<file path="config.mk">
export PLATFORM = sky130hd
export DESIGN_NAME = mesh_link_port
export DESIGN_NICKNAME = d
export VERILOG_FILES = /design/src/rtl/mesh_link_port.sv
export SDC_FILE = /design/constraint.sdc
export NUM_CORES = 1
export LEC_CHECK = 0
export CAP_MARGIN = 0
export CORE_AREA = 2 2 123 125
export CTS_BUF_LIST = sky130_fd_sc_hd__clkbuf_8
export CTS_CLUSTER_SIZE = 20
export DETAILED_ROUTE_END_ITERATION = 10
export DIE_AREA = 0 0 125 127
export HOLD_SLACK_MARGIN = 0.1
export PLACE_DENSITY = 0.81
export SKIP_CTS_REPAIR_TIMING = 1
export SYNTH_ARGS = -nofsm -noshare
export SYNTH_HDL_FRONTEND = slang
export SYNTH_SLANG_ARGS = --single-unit
export TNS_END_PERCENT = 50
</file>
<file path="constraint.sdc">
create_clock -name clk -period 5.4 [get_ports clk]
set_clock_uncertainty 0.1 [all_clocks]
set_input_delay 1.08 -clock clk [delete_from_list [all_inputs] [get_ports clk]]
set_output_delay 1.08 -clock clk [all_outputs]
set_load 0.005 [all_outputs]
</file>
<file path="src/rtl/mesh_link_port.sv">
// rtl/mesh_link_port.sv - tile-side TX/RX buffering stage for one side of the mesh link
module mesh_link_port #(
  parameter int WIDTH    = 32,
  parameter int TX_DEPTH = 4,
  parameter int RX_DEPTH = 2
) (
  input  logic                          clk,
  input  logic                          rst,
  input  logic [WIDTH-1:0]              tx_data,
  input  logic                          tx_valid,
  output logic                          tx_ready,
  output logic [WIDTH-1:0]              send_data,
  output logic                          send_ready,
  input  logic                          send_done,
  input  logic [WIDTH-1:0]              recv_data,
  input  logic                          recv_valid,
  output logic                          recv_ready,
  output logic [WIDTH-1:0]              rx_data,
  output logic                          rx_valid,
  input  logic                          rx_ready,
  output logic [$clog2(TX_DEPTH+1)-1:0] tx_count,
  output logic [$clog2(RX_DEPTH+1)-1:0] rx_count,
  output logic                          err
);

  localparam int TAW = $clog2(TX_DEPTH);
  localparam int TCW = $clog2(TX_DEPTH + 1);
  localparam int RAW = $clog2(RX_DEPTH);
  localparam int RCW = $clog2(RX_DEPTH + 1);

  logic [WIDTH-1:0] tx_mem [TX_DEPTH];
  logic [TAW-1:0]   tx_wr_ptr, tx_rd_ptr;
  logic [WIDTH-1:0] rx_mem [RX_DEPTH];
  logic [RAW-1:0]   rx_wr_ptr, rx_rd_ptr;

  logic tx_push, tx_pop, rx_push, rx_pop;

  // Readiness is decoded from the counts only; a full FIFO never bypasses a same-cycle pop.
  assign tx_ready   = (tx_count != TCW'(TX_DEPTH)) & ~rst;
  assign send_ready = (tx_count != '0);
  assign send_data  = tx_mem[tx_rd_ptr];
  assign recv_ready = (rx_count != RCW'(RX_DEPTH)) & ~rst;
  assign rx_valid   = (rx_count != '0);
  assign rx_data    = rx_mem[rx_rd_ptr];

  assign tx_push = tx_valid & tx_ready;
  assign tx_pop  = send_done & send_ready;
  assign rx_push = recv_valid & recv_ready;
  assign rx_pop  = rx_valid & rx_ready;

  // TX storage write; contents are deliberately left out of reset.
  always_ff @(posedge clk) begin
    if (tx_push) tx_mem[tx_wr_ptr] <= tx_data;
  end

  // TX pointers and occupancy; pointers wrap naturally, the count separates full from empty.
  always_ff @(posedge clk) begin
    if (rst) begin
      tx_wr_ptr <= '0;
      tx_rd_ptr <= '0;
      tx_count  <= '0;
    end else begin
      if (tx_push) tx_wr_ptr <= tx_wr_ptr + TAW'(1);
      if (tx_pop)  tx_rd_ptr <= tx_rd_ptr + TAW'(1);
      if (tx_push && !tx_pop)      tx_count <= tx_count + TCW'(1);
      else if (tx_pop && !tx_push) tx_count <= tx_count - TCW'(1);
    end
  end

  // RX storage write from the link.
  always_ff @(posedge clk) begin
    if (rx_push) rx_mem[rx_wr_ptr] <= recv_data;
  end

  // RX pointers and occupancy.
  always_ff @(posedge clk) begin
    if (rst) begin
      rx_wr_ptr <= '0;
      rx_rd_ptr <= '0;
      rx_count  <= '0;
    end else begin
      if (rx_push) rx_wr_ptr <= rx_wr_ptr + RAW'(1);
      if (rx_pop)  rx_rd_ptr <= rx_rd_ptr + RAW'(1);
      if (rx_push && !rx_pop)      rx_count <= rx_count + RCW'(1);
      else if (rx_pop && !rx_push) rx_count <= rx_count - RCW'(1);
    end
  end

  // Sticky link-side protocol error: consume from empty TX, or deliver into full RX.
  always_ff @(posedge clk) begin
    if (rst) begin
      err <= 1'b0;
    end else if ((send_done && !send_ready) || (recv_valid && !recv_ready)) begin
      err <= 1'b1;
    end
  end

endmodule

</file>
== After elaboration in Yosys (flattened, before gate mapping) ==
Memories as Yosys holds them, arrays and structs flattened. A register that Yosys moved wholly into a read port is not among the register bits.
Index checks and enable logic that the tools add are counted.

* Register bits: 12
* Input port bits: 70
* Memory bits (writable): 192
* Output and inout bits: 74
* Memories: 2
* Logic and storage cells: 55

* Reduce and logical (&&, ||, !) cells: 17
* Bitwise logic cells: 7
* Add/subtract/negate cells: 8
* Equal/unequal tests: 2
* Muxes and demuxes: 12

{| class="wikitable"
|+ Memory list
! name !! words !! width !! read ports !! clocked after Yosys merged registers in !! wr ports !! line !! source
|-
| tx_mem || 4 || 32 || 1 || 1 || 1 || 31 || <nowiki>logic [WIDTH-1:0] tx_mem [TX_DEPTH];</nowiki>
|-
| rx_mem || 2 || 32 || 1 || 1 || 1 || 33 || <nowiki>logic [WIDTH-1:0] rx_mem [RX_DEPTH];</nowiki>
|}

{| class="wikitable"
|+ Operator list
! kind !! count
|-
| 2-to-1 mux 2 bit || 4
|-
| adder 2 x 1 -> 2 bit, second input constant || 3
|-
| AND 1 bit || 6
|-
| logical AND 1 bit || 6
|-
| zero test 1 bit || 6
|-
| 2-to-1 mux 1 bit || 6
|-
| 2-to-1 mux 3 bit || 2
|-
| nonzero test 2 bit || 3
|-
| adder 3 x 1 -> 3 bit, second input constant || 1
|-
| != test 3 bit, second input constant || 1
|-
| nonzero test 3 bit || 1
|-
| subtractor 3 x 1 -> 3 bit, second input constant || 1
|-
| adder 1 bit, second input constant || 2
|-
| != test 2 bit, second input constant || 1
|-
| subtractor 2 x 1 -> 2 bit, second input constant || 1
|-
| logical OR 1 bit || 1
|-
| NOT 1 bit || 1
|}

== Logic depth before layout (Yosys ltp) ==
Gate-level depths: netlist (run 1).

* Depth after elaboration: 7
* Gate-level depth with buffers: 8
* Depth with buffers taken out: 8

== Worst setup path before layout (run 1) ==
Ideal clock, no wire load.

* Kind: input to register
* Start: input port rst
* End: memory rx_mem[0][0], enable pin
* Setup time: 0.503 ns
* Path buffers: 1
* Data arrival time: 4.449 ns
* Slack: 0.348 ns
* Stages on the path: 2
* Cells stage by stage: buf_2 -> nor4_1

* Word-level cells in the longest chain between the ends: 5

{| class="wikitable"
|+ Ends and longest elaborated chain
! item !! line !! source
|-
| start, declared || 8 || <nowiki>input logic rst,</nowiki>
|-
| NOT 1 bit || 42 || <nowiki>assign recv_ready = (rx_count != RCW'(RX_DEPTH)) & ~rst;</nowiki>
|-
| AND 1 bit || 42 ||
|-
| AND 1 bit || 48 || <nowiki>assign rx_push = recv_valid & recv_ready;</nowiki>
|-
| 2-to-1 mux 1 bit || 72 || <nowiki>if (rx_push) rx_mem[rx_wr_ptr] <= recv_data;</nowiki>
|-
| 2-to-1 mux 1 bit (not written as such) || 72 ||
|-
| end, declared || 33 ||
|}

Every way passes these cells.

==> impl_metrics.tcl, run 1 <==
set metrics [dict create \
    slowest_delay_ns 0.80 \
    ant_nets 0 \
    design_area_um2 9900 \
    antenna_found_initial 0 \
    rsz0062_at_grt "false" \
    synth_top_area_cell "edfxtp_1" \
    drtIter0Drc 181 \
    ys_types 32 \
    hpwl_um 8590 \
    ys.flop_type "edfxtp_1" \
    h-tree-depth 2 \
    worstHoldStart "rx_rd_ptr" \
    path_clk_slew_ns 0.06 \
    r2r_end "tx_count[2]" \
    overflow 0 \
    path_cells "buf_4 -> mux4_2 -> clkdlybuf4s50_1" \
    synth_area_leaders "edfxtp_1 (75%), mux4_2 (9.4%), mux2_2 (4.4%)" \
    synthArstFlopShare_pct 0 \
    worstReg2RegStart "tx_count[0]" \
    start_util_pct 53.2 \
    diodes 0 \
    drive_above_1_share_pct 21.9 \
    n_fill_cell 921 \
    drc 0 \
    multi_input_area_um2 1500 \
    tightest_slew_ns 0.879 \
    fmax_mhz 256 \
    core_area_um2 14400 \
    clock_latency_ns 0.48 \
    fin_setup_tns_ns 0 \
    min_period_ns 3.91 \
    routedWlPerCell_um 18.8 \
    area_growth_pct 29.0 \
    cts.sinks 207 \
    start_kind "flip-flop" \
    drv_slew 0 \
    clock_path_buffers 3 \
    syn-cell-area_um2 7670 \
    port_buffers 143 \
    crit_slowest_cell "dfxtp_2" \
    cts_tree "built" \
    finalCritPeriodShare_pct 72.4 \
    worstPathMaxFanout 20 \
    fin_nets 592 \
    gp_congestion 0.717 \
    grt_start_max_net_pins 34 \
    grt_usage_pct 17.3 \
    cp.required_ns 4.22 \
    drt_pre_antenna_iters 4 \
    maxCapViolations 0 \
    ys_seq_area_share_pct 79.0 \
    synth_top_area_share_pct 75.1 \
    min_path_cells 2 \
    wl_um 13600 \
    regArea_um2 6070 \
    grt_first_pass_wirelength_um 21300 \
    setup_viol 0 \
    powerDensity_nw_per_um2 436 \
    viasPerCell 5.26 \
    worst-endpoint-arrival_ns 2.73 \
    ys_ff_latch 207 \
    r2r_cells 8 \
    synth_edf_count 192 \
    ios 144 \
    r2r_setup_slack_ns 2.82 \
    fp.dieH_um 127 \
    synth.avg_cell_area_um2 22.2 \
    crit_type "reg -> out" \
    max-slew-margin-rel_pct 41.4 \
    grt_pass1_vias 4141 \
    cp-end-kind "primary output" \
    crit_end "send_data[6]" \
    root_buffer "clkbuf_8" \
    synthesis.nets 422 \
    status "complete, no violations" \
    yosys_warnings 0 \
    core.rowCount 44 \
    postSynthCellCount 345 \
    vias 3805 \
    die_width_um 125 \
    max-vdd-ir-drop_uv 233 \
    die_area_um2 15900 \
    dpl-instance-area_um2 9290 \
    hold_violations 0 \
    hold_class "reg -> reg" \
    cts_made_buffers 34 \
    leakagePower_nw 3.28 \
]
## per-layer routing
layer	global-route usage [%]	vias up	part of all wire [%]
met5	0	-	0
met4	4.84	0	1.4
met3	6.41	18	8.7
met2	29.2	164	51
met1	21.3	1879	39
li1	-	1744	-
## kinds of logic after synthesis
logic type	synth area share [%]
buf+inv	1.43
simple gates	2.10
fa+ha+maj	1.24
xor+xnor	0.799
mux	14.5
flops	79.0
compound gates	0.832
## sequential cells by signal, indices dropped and copies added, names as in the netlist, named ones only
register	cells
rx_rd_ptr	1
rx_wr_ptr	1
tx_wr_ptr	2
tx_mem	128
tx_rd_ptr	2
tx_count	3
err	1
rx_mem	64
rx_count	2
## area by class of cell
type                    instances  share of cell area, %
repair buffers                147                   14.8
inverters                       6                  0.228
multi-input cells             119                   15.2
clock buffers                  35                   4.87
well taps                     184                   2.33
clock inverters                25                   1.29
flip-flops and latches        207                   61.3
## critical path, delay by kind of cell, from the launching register on
family,cells,cell delay [ns]
buf+inv,2,0.91
flops,1,0.80
mux,1,0.55
## stage by stage
stage / total power (W) / hold WS [ns] / std cells / utilization, % / worst slack (ns)
floorplan: 0.00260 / 0.372 / 345 / - / 0.348
global placement: 0.00312 / 0.393 / 663 / 64.4 / 1.56
detailed placement: 0.00316 / 0.412 / 663 / 64.4 / 1.40
CTS: 0.00437 / 0.424 / 723 / 68.6 / 1.39
global route: 0.00453 / 0.436 / 723 / 68.6 / 1.26
finish: 0.00432 / 0.415 / 723 / 68.6 / 1.49
## power breakdown
part,total [W],internal [W],switching [W]
registers,0.00203,0.00192,0.000116
clock network,0.00121,0.000649,0.000560
logic,0.00107,0.000688,0.000386
## synthesized netlist by cell type (2+ instances only)
cell      number
ha_1           6
mux2_1         2
xor2_1         7
buf_6          4
edfxtp_1     192
nor2_1        11
dfxtp_1       15
buf_2          7
and2_2         4
nor3_1         2
clkbuf_1       2
mux2_2        30
mux2i_1        2
a21oi_1        4
o21ai_0        4
inv_1          6
mux4_2        32
## layout by cell type (no fill, tap or decap), types with 3 or more instances in the layout
cell type and count:
mux2_2 30, buf_4 4, xor2_1 7, nor2_1 11, and2_2 4, mux4_2 32
clkbuf_8 35, o21ai_0 4, edfxtp_1 192, clkinv_1 13, inv_1 13, ha_1 6
a21oi_1 4, clkdlybuf4s50_1 143, clkinv_2 3, dfxtp_1 13
## how the worst min path moves through the flow
| stage | end | slack (ns) |
|---|---|---|
| detailed placement | rx_wr_ptr | 0.41 |
| finish | flip-flop | 0.41 |
| floorplan | flip-flop | 0.37 |
| global placement | rx_rd_ptr | 0.39 |
| global route | flip-flop | 0.44 |
| CTS | rx_wr_ptr | 0.42 |
No activity file was read; power rests on OpenSTA's default activity.
==> inputs of run 2 (changes only) <==
clock period = 3.8 ns   (was 5.4 ns; I/O delays follow)
==> impl_metrics.tcl, run 2 (same netlist as run 1, synthesis figures left out) <==
set metrics [dict create \
    finalNonFillerCells 727 \
    path_clk_slew_ns 0.07 \
    fin_nets 596 \
    crit_slowest_cell "dfxtp_2" \
    path_cells "buf_12 -> mux4_2 -> clkdlybuf4s50_1" \
    diodes 0 \
    area_growth_pct 30.0 \
    cp-end-kind "primary output" \
    ios 144 \
    start_kind "flip-flop" \
    max-slew-margin-rel_pct 42.8 \
    switching_share_pct 24.9 \
    die_width_um 125 \
    r2r_end "tx_count[2]" \
    switchingPower_w 0.00154 \
    gp_congestion 0.750 \
    drtIter0Drc 225 \
    slowest_delay_ns 0.64 \
    leakagePower_nw 3.32 \
    port_buffers 143 \
    cp.required_ns 2.94 \
    layout.cells.most_common_list "edfxtp_1 (192), clkdlybuf4s50_1 (143), clkbuf_8 (35), mux4_2 (32), mux2_2 (30)" \
    grt_first_pass_wirelength_um 21700 \
    worstReg2RegStart "tx_count[0]" \
    overflow 0 \
    hold_ws_ns 0.413 \
    hold_class "reg -> reg" \
    multi_input_area_um2 1510 \
    path_buf_inv 2 \
    grt_start_max_net_pins 34 \
    worstPathMaxFanout 20 \
    setup_viol 0 \
    drv_slew 0 \
    layout_commonest_cell "edfxtp_1" \
    worst-endpoint-arrival_ns 2.49 \
    fin_setup_tns_ns 0 \
    grt_pass1_vias 4119 \
    min_path_cells 2 \
    p_comb_share_pct 25.4 \
    core.rowCount 44 \
    r2r_cells 8 \
    rsz0062_at_grt "false" \
    status "complete, no violations" \
    fmax_mhz 299 \
    top_register "tx_mem" \
    r2r_setup_slack_ns 1.25 \
    cts_tree "built" \
    antenna_found_initial 0 \
    max-vdd-ir-drop_uv 389 \
    drt_pre_antenna_iters 4 \
    p_int_w 0.00464 \
    regArea_um2 6070 \
    root_buffer "clkbuf_8" \
    wl_um 13700 \
    hpwl_um 8750 \
    drc 0 \
    hold_path_end "rx_rd_ptr" \
    power_w 0.00618 \
    min_period_ns 3.35 \
    hold_violations 0 \
    drive_above_1_share_pct 24.9 \
    fp.dieH_um 127 \
    powerDensity_nw_per_um2 620 \
    cts.sinks 207 \
    clock_latency_ns 0.52 \
    p_clk_share_pct 28.1 \
    viasPerCell 5.29 \
    crit_type "reg -> out" \
    routedWlPerCell_um 18.8 \
    h-tree-depth 1 \
    core_area_um2 14400 \
    start_util_pct 53.2 \
    vias 3843 \
    finalCritPeriodShare_pct 88.1 \
    largest_reg_flops 128 \
    power_frac_seq_pct 46.5 \
    worstHoldStart "rx_rd_ptr" \
    maxCapViolations 0 \
    n_fill_cell 905 \
    cts_made_buffers 31 \
    ant_nets 0 \
    post-place-cells 670 \
    tightest_slew_ns 0.857 \
    crit_family "buffers and inverters" \
    grt_usage_pct 17.3 \
    top_regs "tx_mem: 128 flops, rx_mem: 64 flops, tx_count: 3 flops" \
    die_area_um2 15900 \
    clock_path_buffers 3 \
]
## run 2: cell count changes in the layout (fill, tap and decap cells not counted)
| cell | change |
|---|---|
| buf_12 | +1 |
| buf_4 | +6 |
| clkinv_4 | +2 |
| inv_1 | -6 |
| clkinv_1 | -7 |
| nor4_2 | -1 |
| clkinv_2 | +9 |
| nor4_4 | +1 |
| clkinvlp_4 | -1 |
## run 2: how the worst max path moves through the flow
stage	end	slack (ns)	cells past startpoint
4_1_cts	send_data[11]	0.34	3
2_1_floorplan	rx_mem[0][0]	0.43	2
6_report	send_data[11]	0.45	3
3_3_place_gp	tx_count[2]	0.67	8
3_5_place_dp	tx_count[2]	0.61	8
5_1_grt	send_data[11]	0.29	3
## run 2: final cells by class
| type | count | share of cell area, % |
|---|---|---|
| Inverter | 6 | 0.226 |
| Multi-Input combinational cell | 119 | 15.2 |
| Clock inverter | 22 | 1.34 |
| Timing Repair Buffer | 154 | 15.3 |
| Tap cell | 184 | 2.31 |
| Sequential cell | 207 | 60.8 |
| Clock buffer | 35 | 4.83 |
## run 2: worst reg2reg max path, stage by stage (launching register included)
cell     delay [ns]
dfxtp_1        0.49
nor3b_2        0.12
nor3b_4        0.35
ha_1           0.25
inv_1          0.06
fa_1           0.38
xor2_1         0.18
or3_2          0.41
a21oi_1        0.14
## run 2: layer usage
metal	track usage [%]	part of all wire, %	vias to the layer above
li1	-	-	1750
met1	22.7	42	1914
met5	0	0	-
met3	5.28	8.9	17
met4	4.44	1.4	0
met2	28.6	48	162
## run 2: power groups by stage
stage                     sequential [W]  combinational, W  clock, W
after floorplan                  0.00284          0.000853         0
after global placement           0.00291           0.00157         0
after detailed placement         0.00293           0.00158         0
after CTS                        0.00288           0.00160   0.00179
after global routing             0.00290           0.00169   0.00189
final                            0.00287           0.00157   0.00174
## run 2: through the flow
step           instance area [um2]  util [%]  setup WS (ns)
5_1_grt                       9980      69.2          0.285
6_report                      9980      69.2          0.453
4_1_cts                       9980      69.2          0.344
3_3_place_gp                  9360      64.9          0.669
3_5_place_dp                  9360      64.9          0.612
2_1_floorplan                 7680         -          0.426
==> inputs of run 3 (changes only) <==
CTS_CLUSTER_SIZE = not set   (was 20)
==> impl_metrics.tcl, run 3 (same netlist as run 1, synthesis figures left out) <==
set metrics [dict create \
    worst-endpoint-arrival_ns 2.48 \
    worstHoldStart "rx_rd_ptr" \
    max-vdd-ir-drop_uv 389 \
    drv_slew 0 \
    fp.dieH_um 127 \
    hold_ws_ns 0.413 \
    largest_reg_flops 128 \
    crit_family "buffers and inverters" \
    hold_class "reg -> reg" \
    leakagePower_nw 3.33 \
    start_kind "flip-flop" \
    start_util_pct 53.2 \
    top_register "tx_mem" \
    layout_commonest_cell "edfxtp_1" \
    r2r_end "tx_count[2]" \
    r2r_setup_slack_ns 1.26 \
    status "complete, no violations" \
    crit_type "reg -> out" \
    area_growth_pct 30.3 \
    vias 3815 \
    h-tree-depth 1 \
    design_area_um2 10000 \
    min_period_ns 3.34 \
    hold_violations 0 \
    grt_pass1_vias 4135 \
    core.rowCount 44 \
    cts_made_buffers 31 \
    grt_usage_pct 17.3 \
    crit_slowest_cell "dfxtp_2" \
    ios 144 \
    path_clk_slew_ns 0.07 \
    grt_first_pass_wirelength_um 21700 \
    worstPathMaxFanout 20 \
    tightest_slew_ns 0.863 \
    n_fill_cell 906 \
    gp_congestion 0.750 \
    cp.required_ns 2.94 \
    layout.cells.most_common_list "edfxtp_1 (192), clkdlybuf4s50_1 (143), clkbuf_8 (35), mux4_2 (32), mux2_2 (30)" \
    ant_nets 0 \
    antenna_found_initial 0 \
    core_area_um2 14400 \
    drc 0 \
    cts_tree "built" \
    fmax_mhz 299 \
    path_cells "buf_12 -> mux4_2 -> clkdlybuf4s50_1" \
    diodes 0 \
    viasPerCell 5.25 \
    cts.sinks 207 \
    worstReg2RegStart "tx_count[0]" \
    wl_um 13700 \
    dpl-instance-area_um2 9360 \
    routedWlPerCell_um 18.8 \
    r2r_cells 8 \
    clock_path_buffers 3 \
    top_regs "tx_mem: 128 flops, rx_mem: 64 flops, tx_count: 3 flops" \
    drive_above_1_share_pct 24.9 \
    finalCritPeriodShare_pct 87.9 \
    drt_pre_antenna_iters 4 \
    path_buf_inv 2 \
    maxCapViolations 0 \
    powerDensity_nw_per_um2 625 \
    cp-end-kind "primary output" \
    grt_start_max_net_pins 34 \
    slowest_delay_ns 0.64 \
    setup_viol 0 \
    die_width_um 125 \
    rsz0062_at_grt "false" \
    hold_path_end "rx_rd_ptr" \
    hpwl_um 8750 \
    root_buffer "clkbuf_8" \
    max-slew-margin-rel_pct 42.4 \
    die_area_um2 15900 \
    fin_util_pct 69.3 \
    clock_latency_ns 0.53 \
    min_path_cells 2 \
    fin_setup_tns_ns 0 \
    drtIter0Drc 225 \
    port_buffers 143 \
    fin_nets 596 \
    overflow 0 \
]
## run 3: cell count changes in the layout (fill, tap and decap cells not counted)
cell | before | now
clkinv_4 | 2 | 1
bufinv_16 | 1 | 2
inv_4 | 0 | 1
clkinv_2 | 12 | 11
## run 3: power by group
group | total, W | internal, W | switching, W
Clock | 0.00181 | 0.000989 | 0.000821
Combinational | 0.00157 | 0.00100 | 0.000569
Sequential | 0.00287 | 0.00272 | 0.000151
## run 3: worst register-to-register path: stages (launching register included)
cell and delay (ns):
dfxtp_1 0.49, nor3b_2 0.12, nor3b_4 0.35, ha_1 0.25
inv_1 0.06, fa_1 0.38, xor2_1 0.18, or3_2 0.41
a21oi_1 0.14
## run 3: final cells by class
class / count / area [um2] / area share [%]
clock inverter: 22 / 156 / 1.56
multi-input combinational: 119 / 1510 / 15.1
timing repair buffer: 154 / 1530 / 15.3
sequential: 207 / 6070 / 60.7
clock buffer: 35 / 482 / 4.82
tap: 184 / 230 / 2.30
inverter: 6 / 22.5 / 0.225
## run 3: worst max-delay path by stage
stage | end | slack [ns] | start | cells past startpoint
6_report | send_data[11] | 0.46 | flip-flop | 3
5_1_grt | send_data[11] | 0.28 | flip-flop | 3
4_1_cts | send_data[11] | 0.35 | flip-flop | 3
3_5_place_dp | tx_count[2] | 0.61 | rst | 8
3_3_place_gp | tx_count[2] | 0.67 | rst | 8
2_1_floorplan | rx_mem[0][0] | 0.43 | rst | 2
## run 3: layer usage
metal	share of wire [%]	global-route usage (%)	vias to the layer above	wire [um]
met5	0	0	-	0
li1	-	-	1750	-
met2	48	29.0	158	6590
met3	8.9	5.15	23	1210
met4	1.8	4.97	0	244
met1	41	22.3	1884	5650
## run 3: stage by stage
stage / cells / setup WS, ns / total power [W]
floorplan: 345 / 0.426 / 0.00369
global placement: 670 / 0.669 / 0.00448
detailed placement: 670 / 0.612 / 0.00451
CTS: 727 / 0.347 / 0.00634
global route: 727 / 0.283 / 0.00655
finish: 727 / 0.460 / 0.00625
